## src/rtl/scanline_pkg.sv

```systemverilog
// Shared types and constants for the scanline dimming sequencer.
// The cfg record is sized for the default geometry (8 steps, 3-bit repeat).
package scanline_pkg;

    localparam int SL_MAX_LEN = 8;
    localparam int SL_REP_W   = 3;
    localparam int LEVEL_W    = 2;

    localparam logic [LEVEL_W-1:0] LVL_NONE = 2'd0;
    localparam logic [LEVEL_W-1:0] LVL_25   = 2'd1;
    localparam logic [LEVEL_W-1:0] LVL_50   = 2'd2;
    localparam logic [LEVEL_W-1:0] LVL_75   = 2'd3;

    typedef struct packed {
        logic [2*SL_MAX_LEN-1:0] pattern;
        logic [3:0]              len;
        logic [SL_REP_W-1:0]     rep;
        logic [2:0]              phase;
        logic                    interlace;
        logic                    enable;
    } scanline_cfg_t;

    localparam scanline_cfg_t CFG_ACTIVE_RST = '{
        pattern:   '0,
        len:       4'd1,
        rep:       '0,
        phase:     3'd0,
        interlace: 1'b0,
        enable:    1'b0
    };

endpackage

```

## src/rtl/scanline_edge_det.sv

```systemverilog
// Registered falling-edge detector: the strobe is high in the cycle
// whose rising clock edge sees the input drop.
module scanline_edge_det (
    input  logic clk,
    input  logic reset_n,
    input  logic sig,
    output logic fall
);

    logic sig_d;

    always_ff @(posedge clk or negedge reset_n) begin
        if (!reset_n) begin
            sig_d <= 1'b0;
        end else begin
            sig_d <= sig;
        end
    end

    assign fall = sig_d & ~sig;

endmodule

```

## src/rtl/scanline_seq.sv

```systemverilog
// Scanline dim sequencer: counts lines from hs/vs and emits a per-line dim level
// from a double-buffered pattern that only switches at frame start.
module scanline_seq
    import scanline_pkg::*;
#(
    parameter int MAX_LEN = SL_MAX_LEN,
    parameter int REP_W   = SL_REP_W
) (
    input  logic                 clk,
    input  logic                 reset_n,
    input  logic                 hs,
    input  logic                 vs,
    input  logic                 cfg_we,
    input  logic [2*MAX_LEN-1:0] cfg_pattern,
    input  logic [3:0]           cfg_len,
    input  logic [REP_W-1:0]     cfg_rep,
    input  logic [2:0]           cfg_phase,
    input  logic                 cfg_interlace,
    input  logic                 cfg_enable,
    output logic                 cfg_pending,
    output logic [LEVEL_W-1:0]   level,
    output logic                 field,
    output logic [2:0]           step_idx
);

    logic hs_fall;
    logic vs_fall;

    scanline_edge_det u_hs_det (
        .clk     (clk),
        .reset_n (reset_n),
        .sig     (hs),
        .fall    (hs_fall)
    );

    scanline_edge_det u_vs_det (
        .clk     (clk),
        .reset_n (reset_n),
        .sig     (vs),
        .fall    (vs_fall)
    );

    scanline_cfg_t staging;
    scanline_cfg_t active;
    logic [REP_W-1:0] rep_cnt;

    scanline_cfg_t        staging_nxt;
    scanline_cfg_t        active_nxt;
    logic                 pending_nxt;
    logic                 field_nxt;
    logic [REP_W-1:0]     rep_cnt_nxt;
    logic [2:0]           step_nxt;
    logic [LEVEL_W-1:0]   level_nxt;

    // Clamped length and phase are stored, so downstream logic never sees len 0.
    function automatic scanline_cfg_t apply_cfg(input scanline_cfg_t s);
        scanline_cfg_t a;
        logic [3:0]    l;
        a = s;
        if (s.len == 4'd0) begin
            l = 4'd1;
        end else if (s.len > 4'(MAX_LEN)) begin
            l = 4'(MAX_LEN);
        end else begin
            l = s.len;
        end
        a.len   = l;
        a.phase = 3'({1'b0, s.phase} % l);
        return a;
    endfunction

    always_comb begin
        staging_nxt = staging;
        active_nxt  = active;
        pending_nxt = cfg_pending;
        field_nxt   = field;
        rep_cnt_nxt = rep_cnt;
        step_nxt    = step_idx;

        if (vs_fall && cfg_pending) begin
            active_nxt  = apply_cfg(staging);
            pending_nxt = 1'b0;
        end
        if (cfg_we) begin
            staging_nxt = '{
                pattern:   cfg_pattern,
                len:       cfg_len,
                rep:       cfg_rep,
                phase:     cfg_phase,
                interlace: cfg_interlace,
                enable:    cfg_enable
            };
            pending_nxt = 1'b1;
        end

        // Frame start wins over a coincident line boundary.
        if (vs_fall) begin
            field_nxt   = active_nxt.interlace ? ~field : 1'b0;
            rep_cnt_nxt = '0;
            step_nxt    = field_nxt ? active_nxt.phase : 3'd0;
        end else if (hs_fall) begin
            if (rep_cnt == active.rep) begin
                rep_cnt_nxt = '0;
                step_nxt    = ({1'b0, step_idx} == active.len - 4'd1) ? 3'd0 : step_idx + 3'd1;
            end else begin
                rep_cnt_nxt = rep_cnt + 1'b1;
            end
        end

        level_nxt = active_nxt.enable ? active_nxt.pattern[{step_nxt, 1'b0} +: LEVEL_W] : LVL_NONE;
    end

    always_ff @(posedge clk or negedge reset_n) begin
        if (!reset_n) begin
            staging     <= '0;
            active      <= CFG_ACTIVE_RST;
            cfg_pending <= 1'b0;
            field       <= 1'b0;
            rep_cnt     <= '0;
            step_idx    <= 3'd0;
            level       <= LVL_NONE;
        end else begin
            staging     <= staging_nxt;
            active      <= active_nxt;
            cfg_pending <= pending_nxt;
            field       <= field_nxt;
            rep_cnt     <= rep_cnt_nxt;
            step_idx    <= step_nxt;
            level       <= level_nxt;
        end
    end

    a_step_in_range: assert property (@(posedge clk) disable iff (!reset_n)
        {1'b0, step_idx} < active.len);

endmodule

```

## config.mk

```make
export PLATFORM = sky130hd
export DESIGN_NAME = scanline_seq
export DESIGN_NICKNAME = d
export VERILOG_FILES = /design/src/rtl/scanline_pkg.sv /design/src/rtl/scanline_edge_det.sv /design/src/rtl/scanline_seq.sv
export SDC_FILE = /design/constraint.sdc
export NUM_CORES = 1
export LEC_CHECK = 0
export ABC_AREA = 1
export BUFFER_PORTS_ARGS = -buffer_cell sky130_fd_sc_hd__buf_2
export CAP_MARGIN = 20
export CORE_AREA = 2 2 79 96
export CTS_BUF_LIST = sky130_fd_sc_hd__clkbuf_16
export CTS_CLUSTER_DIAMETER = 40
export DETAILED_ROUTE_END_ITERATION = 12
export DIE_AREA = 0 0 81 98
export PLACE_DENSITY = 0.79
export SLEW_MARGIN = 5
export SYNTH_ARGS = -nofsm -noshare
export SYNTH_HDL_FRONTEND = slang
export SYNTH_SLANG_ARGS = --single-unit
```

## constraint.sdc

```tcl
create_clock -name clk -period 4.4 [get_ports clk]
set_input_delay 0.22 -clock clk [delete_from_list [all_inputs] [get_ports clk]]
set_output_delay 0.22 -clock clk [all_outputs]
set_load 0.005 [all_outputs]
```

==> results.txt, run 1 <==
----------------------------------------------------
[Status]
  Result of the run ... finished with violations
  Violations in the final reports ... setup timing

[CTS]
  Cell at the root of the clock tree ... sky130_fd_sc_hd__clkbuf_16
  Clock slew seen by the registers of the worst setup and hold paths ... 60 ps
  Number of buffers inserted during clock tree synthesis ... 9
  H-tree depth reported by CTS ... 3
  Clock net sink count ... 68
  Skew-Pair Late Insertion Delay ... 330 ps
  CTS tree ... built
  Hold buffers post-CTS ... 0
  Clock Tree Buf Depth ... 2

[Placed design]
  Routability-driven placement congestion ratio ... 0.949
  Input/output buffers ... 39
  Post-DP HPWL ... 4870 um
  Setup slack at placement ... -225 ps
  Instance area at placement ... 3710 um2

[Global routing]
  Vias in the first global route ... 2872
  Global-route usage over all layers ... 20.4%
  Number of antenna violations at the first check in global routing ... 0
  Maximum number of pins on one net before global-route repair ... 69
  Wire length of the first global-routing pass ... 12500 um
  Final global-route overflow total ... 0

[Min path]
  Class of the tightest hold or removal check ... in -> reg
  Origin of the worst min-delay path ... hs
  Sink of the worst hold path ... u_hs_det.sig_d
  Worst Hold Path Cells ... 1

[Finish]
  Final-layout fill cell count ... 595
  Area occupied by multi-input gates ... 1650 um2
  Layout cell share with drive strength beyond 1 ... 26.6%
  Post-layout nets ... 522
  Area Overhead vs Synth ... 24.8%
  Top library cells by usage in the layout, fill and taps aside ... sky130_fd_sc_hd__nand2_1 (114), sky130_fd_sc_hd__dfrtp_1 (67), sky130_fd_sc_hd__inv_1 (59)
  Commonest non-fill, non-tap cell in the layout ... sky130_fd_sc_hd__nand2_1
  Post-route cell area ... 4290 um2
  Footprint of the flip-flops and latches ... 1700 um2
  # diodes ... 0

[Drt]
  Total via count after detailed routing ... 2925
  Starting DRC count in detailed routing ... 248
  First-pass DRT Iterations ... 6
  Average routed wire per standard cell ... 14.2 um
  Residual DRC count ... 0
  Final antenna-violating net count ... 0
  Vias per std cell ... 5.15
  Total routed wirelength ... 8070 um

[Setup path]
  Slowest stage cell on the critical path ... sky130_fd_sc_hd__dfrtp_1
  Worst r2r dst ... level[0]
  Required time of the worst setup path ... 4620 ps
  Setup slack on the worst flop-to-flop path ... -80 ps
  Critical path peak fanout ... 6
  Most frequent cell on the critical path ... sky130_fd_sc_hd__nand2_2
  Worst Setup End Kind ... flop
  Startpoint of the most critical register-to-register path ... staging[11]
  Category of the most critical setup path ... reg -> reg
  Delay contributed by the slowest stage of the critical path ... 430 ps
  Worst reg-to-reg path cell count ... 33
  Startpoint type of the worst setup path ... flop
  Worst Path Arrival ... 4710 ps

[Power]
  Pwr Density ... 538 nW/um2
  Sw Ratio ... 34.6%
  P_sw ... 798 uW
  Peak supply drop ... 0.000337 V
  Share of total power in sequential cells ... 34.1%
  Clock network power share ... 32.9%
  Internal power ... 1510 uW
  Leakage power summed over all cells ... 0.00218 uW
  Relative contribution of combinational cells to total power ... 33.0%

[STA]
  Final setup fails ... 2
  Worst-margin pin slew ... 847 ps
  Ratio of final minimum period to clock period ... 102%
  Final Slew Violations ... 0
  Hold Worst Slack ... 13.0 ps
  Setup ws final ... -84.7 ps
  Slew headroom ... 43.5%
  Skew final ... 9.72 ps
  Number of hold violations in the final report ... 0
  Fin crit period ... 4480 ps
  Highest clock frequency the design can meet ... 223 MHz

[Logic synthesis]
  Count of cell types in the netlist ... 28
  Number of storage elements in the synthesis netlist ... 68
  Count of flip-flops with a built-in enable after synthesis ... 0
  Cell area after synthesis ... 3440 um2
  Post-synthesis instance total ... 423
  Syn Nets ... 471
  Async set or reset register ratio after synthesis ... 100%
  Portion of the post-synthesis area used by sequential elements ... 49.6%
  Top_reg_cell synth ... sky130_fd_sc_hd__dfrtp_1
  Number of warnings printed during yosys synthesis ... 0
  Mean area per synthesized cell ... 8.12 um2

[Floorplanning]
  Core ar. ... 7060 um2
  Die Wd ... 81 um
  Initial standard-cell utilization of the core ... 48.7%
  I/O pins ... 40
  Die Span Y ... 98 um
  Number of cell rows ... 34
  Die footprint ... 7940 um2

[Job]
  Max-cap violation count ... 0

----------------------------------------------------
logic make-up after synthesis:
logic type / after synthesis / synth area share [%]
and+or+nand+nor: 194 / 25.2
xor gates and xnor gates: 6 / 1.53
adders and majority gates: 15 / 5.68
buffers and inverters: 74 / 8.16
DFF: 68 / 49.6
AOI/OAI and AO/OA: 66 / 9.87
worst max-delay path: cells and delay by family (launching register included):
kind                     cells  cell delay [ps]
AO/OA/AOI/OAI                4              490
AND/OR/NAND/NOR             23             2260
flip-flops                   1              430
buffers and inverters        2              150
adder cells (fa/ha/maj)      4             1040
cells in the mapped netlist, types with 2 or more instances:
library cell               count  area [um2]
sky130_fd_sc_hd__a21oi_1       8        40.0
sky130_fd_sc_hd__nor2_4        3        33.8
sky130_fd_sc_hd__dfrtp_1      67        1680
sky130_fd_sc_hd__nor2_1       17        63.8
sky130_fd_sc_hd__nand2_1     129         484
sky130_fd_sc_hd__nand4_1       4        25.0
sky130_fd_sc_hd__nand3_1      26         130
sky130_fd_sc_hd__xnor2_1       2        17.5
sky130_fd_sc_hd__or2_2         2        12.5
sky130_fd_sc_hd__o21ai_0      54         270
sky130_fd_sc_hd__buf_2         2        10.0
sky130_fd_sc_hd__nand2_2       5        31.3
sky130_fd_sc_hd__xor2_1        4        35.0
sky130_fd_sc_hd__ha_1         14         175
sky130_fd_sc_hd__clkbuf_1      9        33.8
sky130_fd_sc_hd__inv_1        62         233
sky130_fd_sc_hd__nand2_4       4        45.0
worst max path at each step:
stage / start / endpoint / slack (ps) / depth (start not counted)
6_report: staging[11] / level[0] / -80 / 33
3_5_place_dp: staging[11] / level[0] / -230 / 33
5_1_grt: staging[11] / level[0] / -430 / 32
3_3_place_gp: staging[11] / level[0] / 110 / 33
4_1_cts: staging[10] / level[0] / 20 / 35
2_1_floorplan: staging[11] / level[0] / 280 / 33
registers in the layout (all words and copies together), names as in the netlist:
name / cells
cfg_pending: 1
level: 2
u_vs_det.sig_d: 1
staging: 28
field: 1
rep_cnt: 3
active: 28
step_idx: 3
u_hs_det.sig_d: 1
final cells by class:
type | instances | area share, %
multi-input combinational | 283 | 38.4
timing repair buffer | 49 | 6.30
sequential | 68 | 39.7
inverter | 63 | 5.57
clock inverter | 6 | 2.10
tap | 90 | 2.63
clock buffer | 9 | 5.25
power groups by stage:
stage / registers [uW] / logic, uW / clock network [uW]
4_1_cts: 785 / 620 / 770
2_1_floorplan: 781 / 435 / 0
6_report: 786 / 761 / 760
5_1_grt: 795 / 855 / 799
3_5_place_dp: 794 / 586 / 0
3_3_place_gp: 790 / 553 / 0
repair_timing:
item                                   CTS  global route
setup endpoints to repair                2             4
gates cloned                             1             1
buffers inserted                         3             5
resized for setup                        5            44
endpoints found under the hold margin    0             0
pin swaps                                2            32
routing by layer:
| layer | GRT usage [%] | share of wire, % | up-vias |
|---|---|---|---|
| li1 | - | - | 1430 |
| met1 | 25.8 | 40 | 1365 |
| met2 | 31.8 | 51 | 101 |
| met3 | 5.55 | 4.8 | 29 |
| met4 | 10.0 | 4.0 | 0 |
| met5 | 0 | 0 | - |
through the flow:
stage	total power (uW)	instances	util, %	TNS, ps
after floorplan	1220	423	-	0
after global placement	1340	543	52.6	0
after detailed placement	1380	543	52.6	-417
after CTS	2180	562	57.8	0
after global routing	2450	568	60.7	-1080
final	2310	568	60.7	-123
(Power assumes the default switching activity.)
==> inputs of run 2 (changes only) <==
Settings changed: BUFFER_PORTS_ARGS -buffer_cell sky130_fd_sc_hd__buf_2 to -buffer_cell sky130_fd_sc_hd__clkbuf_2.
==> run 2 against run 1 <==
Net effect: the run still ends with setup timing left; sequential power is 0.5% higher; cell count is 1.6% higher; highest routed layer unchanged; register-to-register slack hardly changed; critical endpoint unchanged; critical path type unchanged; setup slack better by 8.3 ps.
==> results.txt, run 2 (synthesis results as in run 1) <==
----------------------------------------------------
[Status]
  Result of the run ... finished with violations (unchanged)
  Violations in the final reports ... setup timing (unchanged)

[Power]
  P_sw ... 825 uW (was 798 uW)
  Post-layout power ... 2300 uW (was 2310 uW)
  Internal power ... 1480 uW (was 1510 uW)
  Share of total power in sequential cells ... 34.3% (was 34.1%)
  Sw Ratio ... 35.9% (was 34.6%)
  Peak supply drop ... 0.000266 V (was 0.000337 V)
  Leakage power summed over all cells ... 0.00224 uW (was 0.00218 uW)
  Clock network power share ... 30.4% (was 32.9%)
  Relative contribution of combinational cells to total power ... 35.3% (was 33.0%)
  Pwr Density ... 527 nW/um2 (was 538 nW/um2)

[Drt]
  First-pass DRT Iterations ... 4 (was 6)
  Final antenna-violating net count ... 0 (unchanged)
  Average routed wire per standard cell ... 14.4 um (was 14.2 um)
  Vias per std cell ... 5.21 (was 5.15)
  Starting DRC count in detailed routing ... 217 (was 248)
  Total routed wirelength ... 8290 um (was 8070 um)
  Total via count after detailed routing ... 3008 (was 2925)
  Residual DRC count ... 0 (unchanged)

[Global routing]
  Vias in the first global route ... 2937 (was 2872)
  Number of antenna violations at the first check in global routing ... 0 (unchanged)
  Maximum number of pins on one net before global-route repair ... 56 (was 69)
  Final global-route overflow total ... 0 (unchanged)
  Global-route usage over all layers ... 20.7% (was 20.4%)
  Wire length of the first global-routing pass ... 12700 um (was 12500 um)

[Setup path]
  Worst Setup End Kind ... flop (unchanged)
  Cell family contributing the most delay on the critical path ... simple AND/OR/NAND/NOR gates (unchanged)
  Crit path capture ... level[0] (unchanged)
  Critical path peak fanout ... 6 (unchanged)
  Most frequent cell on the critical path ... sky130_fd_sc_hd__nand2_2 (unchanged)
  Required time of the worst setup path ... 4620 ps (about the same)
  Worst r2r dst ... level[0] (unchanged)
  Crit path buf inv count ... 2 (unchanged)
  Delay contributed by the slowest stage of the critical path ... 430 ps (about the same)
  Category of the most critical setup path ... reg -> reg (unchanged)
  Slowest stage cell on the critical path ... sky130_fd_sc_hd__dfrtp_1 (unchanged)
  Setup crit start ... staging[11] (unchanged)
  Startpoint type of the worst setup path ... flop (unchanged)
  Setup slack on the worst flop-to-flop path ... -80 ps (about the same)
  Startpoint of the most critical register-to-register path ... staging[11] (unchanged)
  Worst reg-to-reg path cell count ... 31 (was 33)
  Number of stages on the worst setup path ... 31 (was 33)
  Worst Path Arrival ... 4690 ps (was 4710 ps)

[Placed design]
  Setup slack at placement ... -256 ps (was -225 ps)
  Input/output buffers ... 39 (unchanged)
  Routability-driven placement congestion ratio ... 0.937 (was 0.949)
  Post-DP HPWL ... 5060 um (was 4870 um)

[Floorplanning]
  Die Wd ... 81 um (unchanged)
  Number of cell rows ... 34 (unchanged)
  Core ar. ... 7060 um2 (unchanged)
  Initial standard-cell utilization of the core ... 48.7% (unchanged)
  Die footprint ... 7940 um2 (unchanged)
  Die Span Y ... 98 um (unchanged)
  I/O pins ... 40 (unchanged)

[Finish]
  Commonest non-fill, non-tap cell in the layout ... sky130_fd_sc_hd__nand2_1 (unchanged)
  Area Overhead vs Synth ... 27.0% (was 24.8%)
  # diodes ... 0 (unchanged)
  Top library cells by usage in the layout, fill and taps aside ... sky130_fd_sc_hd__nand2_1 (113), sky130_fd_sc_hd__dfrtp_1 (67), sky130_fd_sc_hd__inv_1 (60) (was sky130_fd_sc_hd__nand2_1 (114), sky130_fd_sc_hd__dfrtp_1 (67), sky130_fd_sc_hd__inv_1 (59))
  Post-layout nets ... 530 (was 522)
  Largest regs ... active x28, staging x28 (unchanged)
  Layout cell share with drive strength beyond 1 ... 27.9% (was 26.6%)

[STA]
  Highest clock frequency the design can meet ... 223 MHz (about the same)
  Fin crit period ... 4480 ps (about the same)
  Ratio of final minimum period to clock period ... 102% (about the same)
  Setup ws final ... -76.4 ps (was -84.7 ps)
  Skew final ... 4.87 ps (was 9.72 ps)
  Number of hold violations in the final report ... 0 (unchanged)
  Hold Worst Slack ... 15.4 ps (was 13.0 ps)
  Final Slew Violations ... 0 (unchanged)
  Slew headroom ... 42.7% (was 43.5%)
  Final setup fails ... 2 (unchanged)
  Worst-margin pin slew ... 860 ps (was 847 ps)
  RSZ-0062 raised after global routing ... true

[Job]
  Max-cap violation count ... 0 (unchanged)

[CTS]
  Number of buffers inserted during clock tree synthesis ... 9 (unchanged)
  Clock slew seen by the registers of the worst setup and hold paths ... 50 ps (was 60 ps)
  Cell at the root of the clock tree ... sky130_fd_sc_hd__clkbuf_16 (unchanged)
  Clock Tree Buf Depth ... 2 (unchanged)
  H-tree depth reported by CTS ... 3 (unchanged)
  Clock net sink count ... 68 (unchanged)
  CTS tree ... built (unchanged)
  Skew-Pair Late Insertion Delay ... 330 ps (about the same)

[Min path]
  Class of the tightest hold or removal check ... in -> reg (unchanged)

----------------------------------------------------
## run 2: cell types whose count changed in the layout (fill, tap and decap cells not counted), moves of 2 or more
| cell | before | now |
|---|---|---|
| sky130_fd_sc_hd__buf_2 | 39 | 0 |
| sky130_fd_sc_hd__buf_4 | 10 | 16 |
| sky130_fd_sc_hd__clkbuf_2 | 0 | 39 |
| sky130_fd_sc_hd__nor2_2 | 4 | 2 |
| sky130_fd_sc_hd__nor2_4 | 5 | 7 |
## run 2: timing repair
action	4_1_cts	5_1_grt
pin swaps	2	34
gates cloned	2	0
buffers inserted	3	11
setup endpoints to repair	2	3
resized for setup	8	47
endpoints found under the hold margin	0	8
hold buffers	0	1
## run 2: cell type report
class | instances | area, um2
Fill cell | 591 | 2700
Tap cell | 90 | 113
Multi-Input combinational cell | 283 | 1670
Clock buffer | 9 | 225
Timing Repair Buffer | 57 | 345
Inverter | 63 | 239
Clock inverter | 7 | 68.8
Sequential cell | 68 | 1700
## run 2: worst min path at each step
stage | startpoint | to | slack [ps] | depth (start not counted)
CTS | hs | u_hs_det.sig_d | 8 | 1
detailed placement | hs | u_hs_det.sig_d | 350 | 1
floorplan | reset_n | active[0] | -80 | 0
finish | hs | u_hs_det.sig_d | 20 | 1
global placement | hs | u_hs_det.sig_d | 350 | 1
global route | hs | u_hs_det.sig_d | 20 | 1
## run 2: power by group through the flow
stage	Combinational, uW	Clock [uW]	Sequential, uW
global placement	553	0	791
floorplan	435	0	781
finish	811	699	790
global route	892	743	800
detailed placement	591	0	798
CTS	633	709	788
## run 2: metal layers
layer	vias up	global-route usage, %	share of wire [%]
met5	-	0	0
met4	0	9.52	3.6
met3	26	5.82	5.2
met2	97	34.6	52
met1	1438	24.4	39
li1	1447	-	-
## run 2: metrics by stage
step                      instance area, um2  TNS, ps  cells  util [%]
after CTS                               4070        0    564      57.6
after global routing                    4360     -600    577      61.8
after floorplan                         3440        0    423         -
after global placement                  3710        0    543      52.6
after detailed placement                3710     -497    543      52.6
final                                   4360     -134    577      61.8
==> inputs of run 3 (changes only) <==
Settings changed: CTS_BUF_LIST sky130_fd_sc_hd__clkbuf_16 to sky130_fd_sc_hd__clkbuf_4, PLACE_DENSITY 0.79 to 0.76.
Clock period 4.4 ns to 4.35 ns, I/O delays scaled along.
==> run 3 against run 2 <==
Net effect: the flow finishes with violations (hold timing); wire length fell by 8.3%; die area is the same; sequential power about the same; count of clock-buffer cells in the layout up 1; via count shrank 3.6%; sequential cell count unchanged; cell count increased by 1.7%; global-route usage shrank 1.2 points; largest cell class unchanged; highest routed layer unchanged.
==> results.txt, run 3 (synthesis results as in run 1) <==
----------------------------------------------------
[STA]
  Worst-margin pin slew ... 857 ps (was 860 ps)
  Skew final ... 14.7 ps (was 4.87 ps)
  Final Slew Violations ... 0 (unchanged)
  Fin crit period ... 4270 ps (was 4480 ps)
  Summed negative setup slack over all endpoints ... 0 ps (was -134 ps)
  Number of hold violations in the final report ... 39 (was 0)
  Hold Worst Slack ... -20.6 ps (was 15.4 ps)
  Highest clock frequency the design can meet ... 234 MHz (was 223 MHz)
  Slew headroom ... 42.8% (was 42.7%)
  Final setup fails ... 0 (was 2)
  Ratio of final minimum period to clock period ... 98.1% (was 102%)

[Floorplanning]
  I/O pins ... 40 (unchanged)
  Core ar. ... 7060 um2 (unchanged)
  Number of cell rows ... 34 (unchanged)
  Die Wd ... 81 um (unchanged)
  Die footprint ... 7940 um2 (unchanged)
  Initial standard-cell utilization of the core ... 48.7% (unchanged)
  Die Span Y ... 98 um (unchanged)

[Finish]
  Largest regs ... active x28, staging x28 (unchanged)
  Layout cell share with drive strength beyond 1 ... 27.6% (was 27.9%)
  Post-route insts no fill ... 587 (was 577)
  Commonest non-fill, non-tap cell in the layout ... sky130_fd_sc_hd__nand2_1 (unchanged)
  Area occupied by multi-input gates ... 1660 um2 (was 1670 um2)
  Area Overhead vs Synth ... 25.1% (was 27.0%)
  # diodes ... 0 (unchanged)
  Fin util ... 60.9% (was 61.8%)
  Final-layout fill cell count ... 594 (was 591)
  Post-layout nets ... 540 (was 530)
  Top library cells by usage in the layout, fill and taps aside ... sky130_fd_sc_hd__nand2_1 (114), sky130_fd_sc_hd__dfrtp_1 (67), sky130_fd_sc_hd__inv_1 (58) (was sky130_fd_sc_hd__nand2_1 (113), sky130_fd_sc_hd__dfrtp_1 (67), sky130_fd_sc_hd__inv_1 (60))
  Footprint of the flip-flops and latches ... 1700 um2 (unchanged)

[Setup path]
  Worst Setup End Kind ... flop (unchanged)
  Worst Path Arrival ... 4580 ps (was 4690 ps)
  Delay contributed by the slowest stage of the critical path ... 430 ps (about the same)
  Slowest stage cell on the critical path ... sky130_fd_sc_hd__dfrtp_1 (unchanged)
  Required time of the worst setup path ... 4660 ps (was 4620 ps)
  Startpoint type of the worst setup path ... flop (unchanged)
  Category of the most critical setup path ... reg -> reg (unchanged)
  Critical path peak fanout ... 6 (unchanged)
  Most frequent cell on the critical path ... sky130_fd_sc_hd__nand2_2 (unchanged)

[CTS]
  Clock slew seen by the registers of the worst setup and hold paths ... 120 ps (was 50 ps)
  Number of buffers inserted during clock tree synthesis ... 9 (unchanged)
  Clock net sink count ... 68 (unchanged)
  Skew-Pair Late Insertion Delay ... 410 ps (was 330 ps)
  Cell at the root of the clock tree ... sky130_fd_sc_hd__clkbuf_4 (was sky130_fd_sc_hd__clkbuf_16)
  Clock Tree Buf Depth ... 2 (unchanged)
  H-tree depth reported by CTS ... 3 (unchanged)
  CTS tree ... built (unchanged)

[Drt]
  Average routed wire per standard cell ... 12.9 um (was 14.4 um)
  Total via count after detailed routing ... 2901 (was 3008)
  Vias per std cell ... 4.94 (was 5.21)
  Total routed wirelength ... 7600 um (was 8290 um)
  Final antenna-violating net count ... 0 (unchanged)
  Starting DRC count in detailed routing ... 173 (was 217)
  First-pass DRT Iterations ... 4 (unchanged)
  Residual DRC count ... 0 (unchanged)

[Status]
  Violations in the final reports ... hold timing (was setup timing)
  Result of the run ... finished with violations (unchanged)

[Placed design]
  Routability-driven placement congestion ratio ... 0.825 (was 0.937)
  Input/output buffers ... 39 (unchanged)
  Post-placement cell count ... 543 (unchanged)
  Post-DP HPWL ... 4850 um (was 5060 um)

[Power]
  Post-layout power ... 1990 uW (was 2300 uW)
  Peak supply drop ... 0.000238 V (was 0.000266 V)
  Pwr Density ... 463 nW/um2 (was 527 nW/um2)
  Leakage power summed over all cells ... 0.00219 uW (was 0.00224 uW)

[Global routing]
  Global-route usage over all layers ... 19.5% (was 20.7%)
  Global-route track usage on met2 ... 33.6% (was 34.6%)
  Final global-route overflow total ... 0 (unchanged)
  Met3 Usage GRT ... 3.70% (was 5.82%)
  Number of antenna violations at the first check in global routing ... 0 (unchanged)
  Met1 Usage GRT ... 24.2% (was 24.4%)
  Wire length of the first global-routing pass ... 12300 um (was 12700 um)
  Vias in the first global route ... 2906 (was 2937)
  Maximum number of pins on one net before global-route repair ... 69 (was 56)
  Busiest layer in global routing ... met2 (unchanged)

[Min path]
  Class of the tightest hold or removal check ... in -> async (was in -> reg)

[Job]
  Max-cap violation count ... 0 (unchanged)

----------------------------------------------------
-- run 3: report_power, final --
part,total (uW),internal [uW],leakage (uW),switching [uW]
Sequential,789,736,0.000840,52.8
Clock,415,182,0.0000728,233
Combinational,789,327,0.00128,462
Total,1990,1240,0.00219,748
-- run 3: worst paths after layout --
| kind | startpoint | endpoint | slack [ps] | cells past startpoint |
|---|---|---|---|---|
| worst max register to register | staging[11] | level[1] | 80 | 32 |
| max in group asynchronous | reset_n | staging[9] | 3810 | 2 |
| worst min register to register | active[4] | active[4] | 490 | 2 |
| worst min-delay path | reset_n | active[5] | -20 | 2 |
| min in group clk | cfg_pattern[6] | staging[18] | 10 | 3 |
| worst max-delay path | staging[11] | level[1] | 80 | 32 |
-- run 3: cell type report --
cell class | count | area share [%]
clock inverters | 6 | 1.48
clock buffers | 10 | 1.75
inverters | 63 | 5.50
repair buffers | 68 | 10.3
well taps | 90 | 2.62
multi-input cells | 282 | 38.7
flip-flops and latches | 68 | 39.6
-- run 3: what timing repair did --
action,CTS,global route
gates resized for setup,6,47
endpoints found under the setup margin,2,5
pin swaps,2,28
setup buffers,3,12
endpoints found under the hold margin,12,0
hold buffers,12,0
gates cloned,1,0
-- run 3: stage by stage --
stage	worst slack [ps]	area, um2
2_1_floorplan	230	3440
3_3_place_gp	52.9	3710
3_5_place_dp	-220	3710
4_1_cts	11.1	4030
5_1_grt	-189	4300
6_report	81.5	4300
-- run 3: metal layers --
metal  vias to the layer above  wire length (um)
li1                       1460                 -
met1                      1378              3250
met2                        52              3960
met3                        11               258
met4                         0               128
met5                         -                 0
-- run 3: worst max-delay path, delay by kind of cell, from the launching register on --
kind	cells	cell delay, ps
compound gates	2	230
fa+ha+maj	4	1000
buf+inv	4	340
flops	1	430
simple gates	22	2200
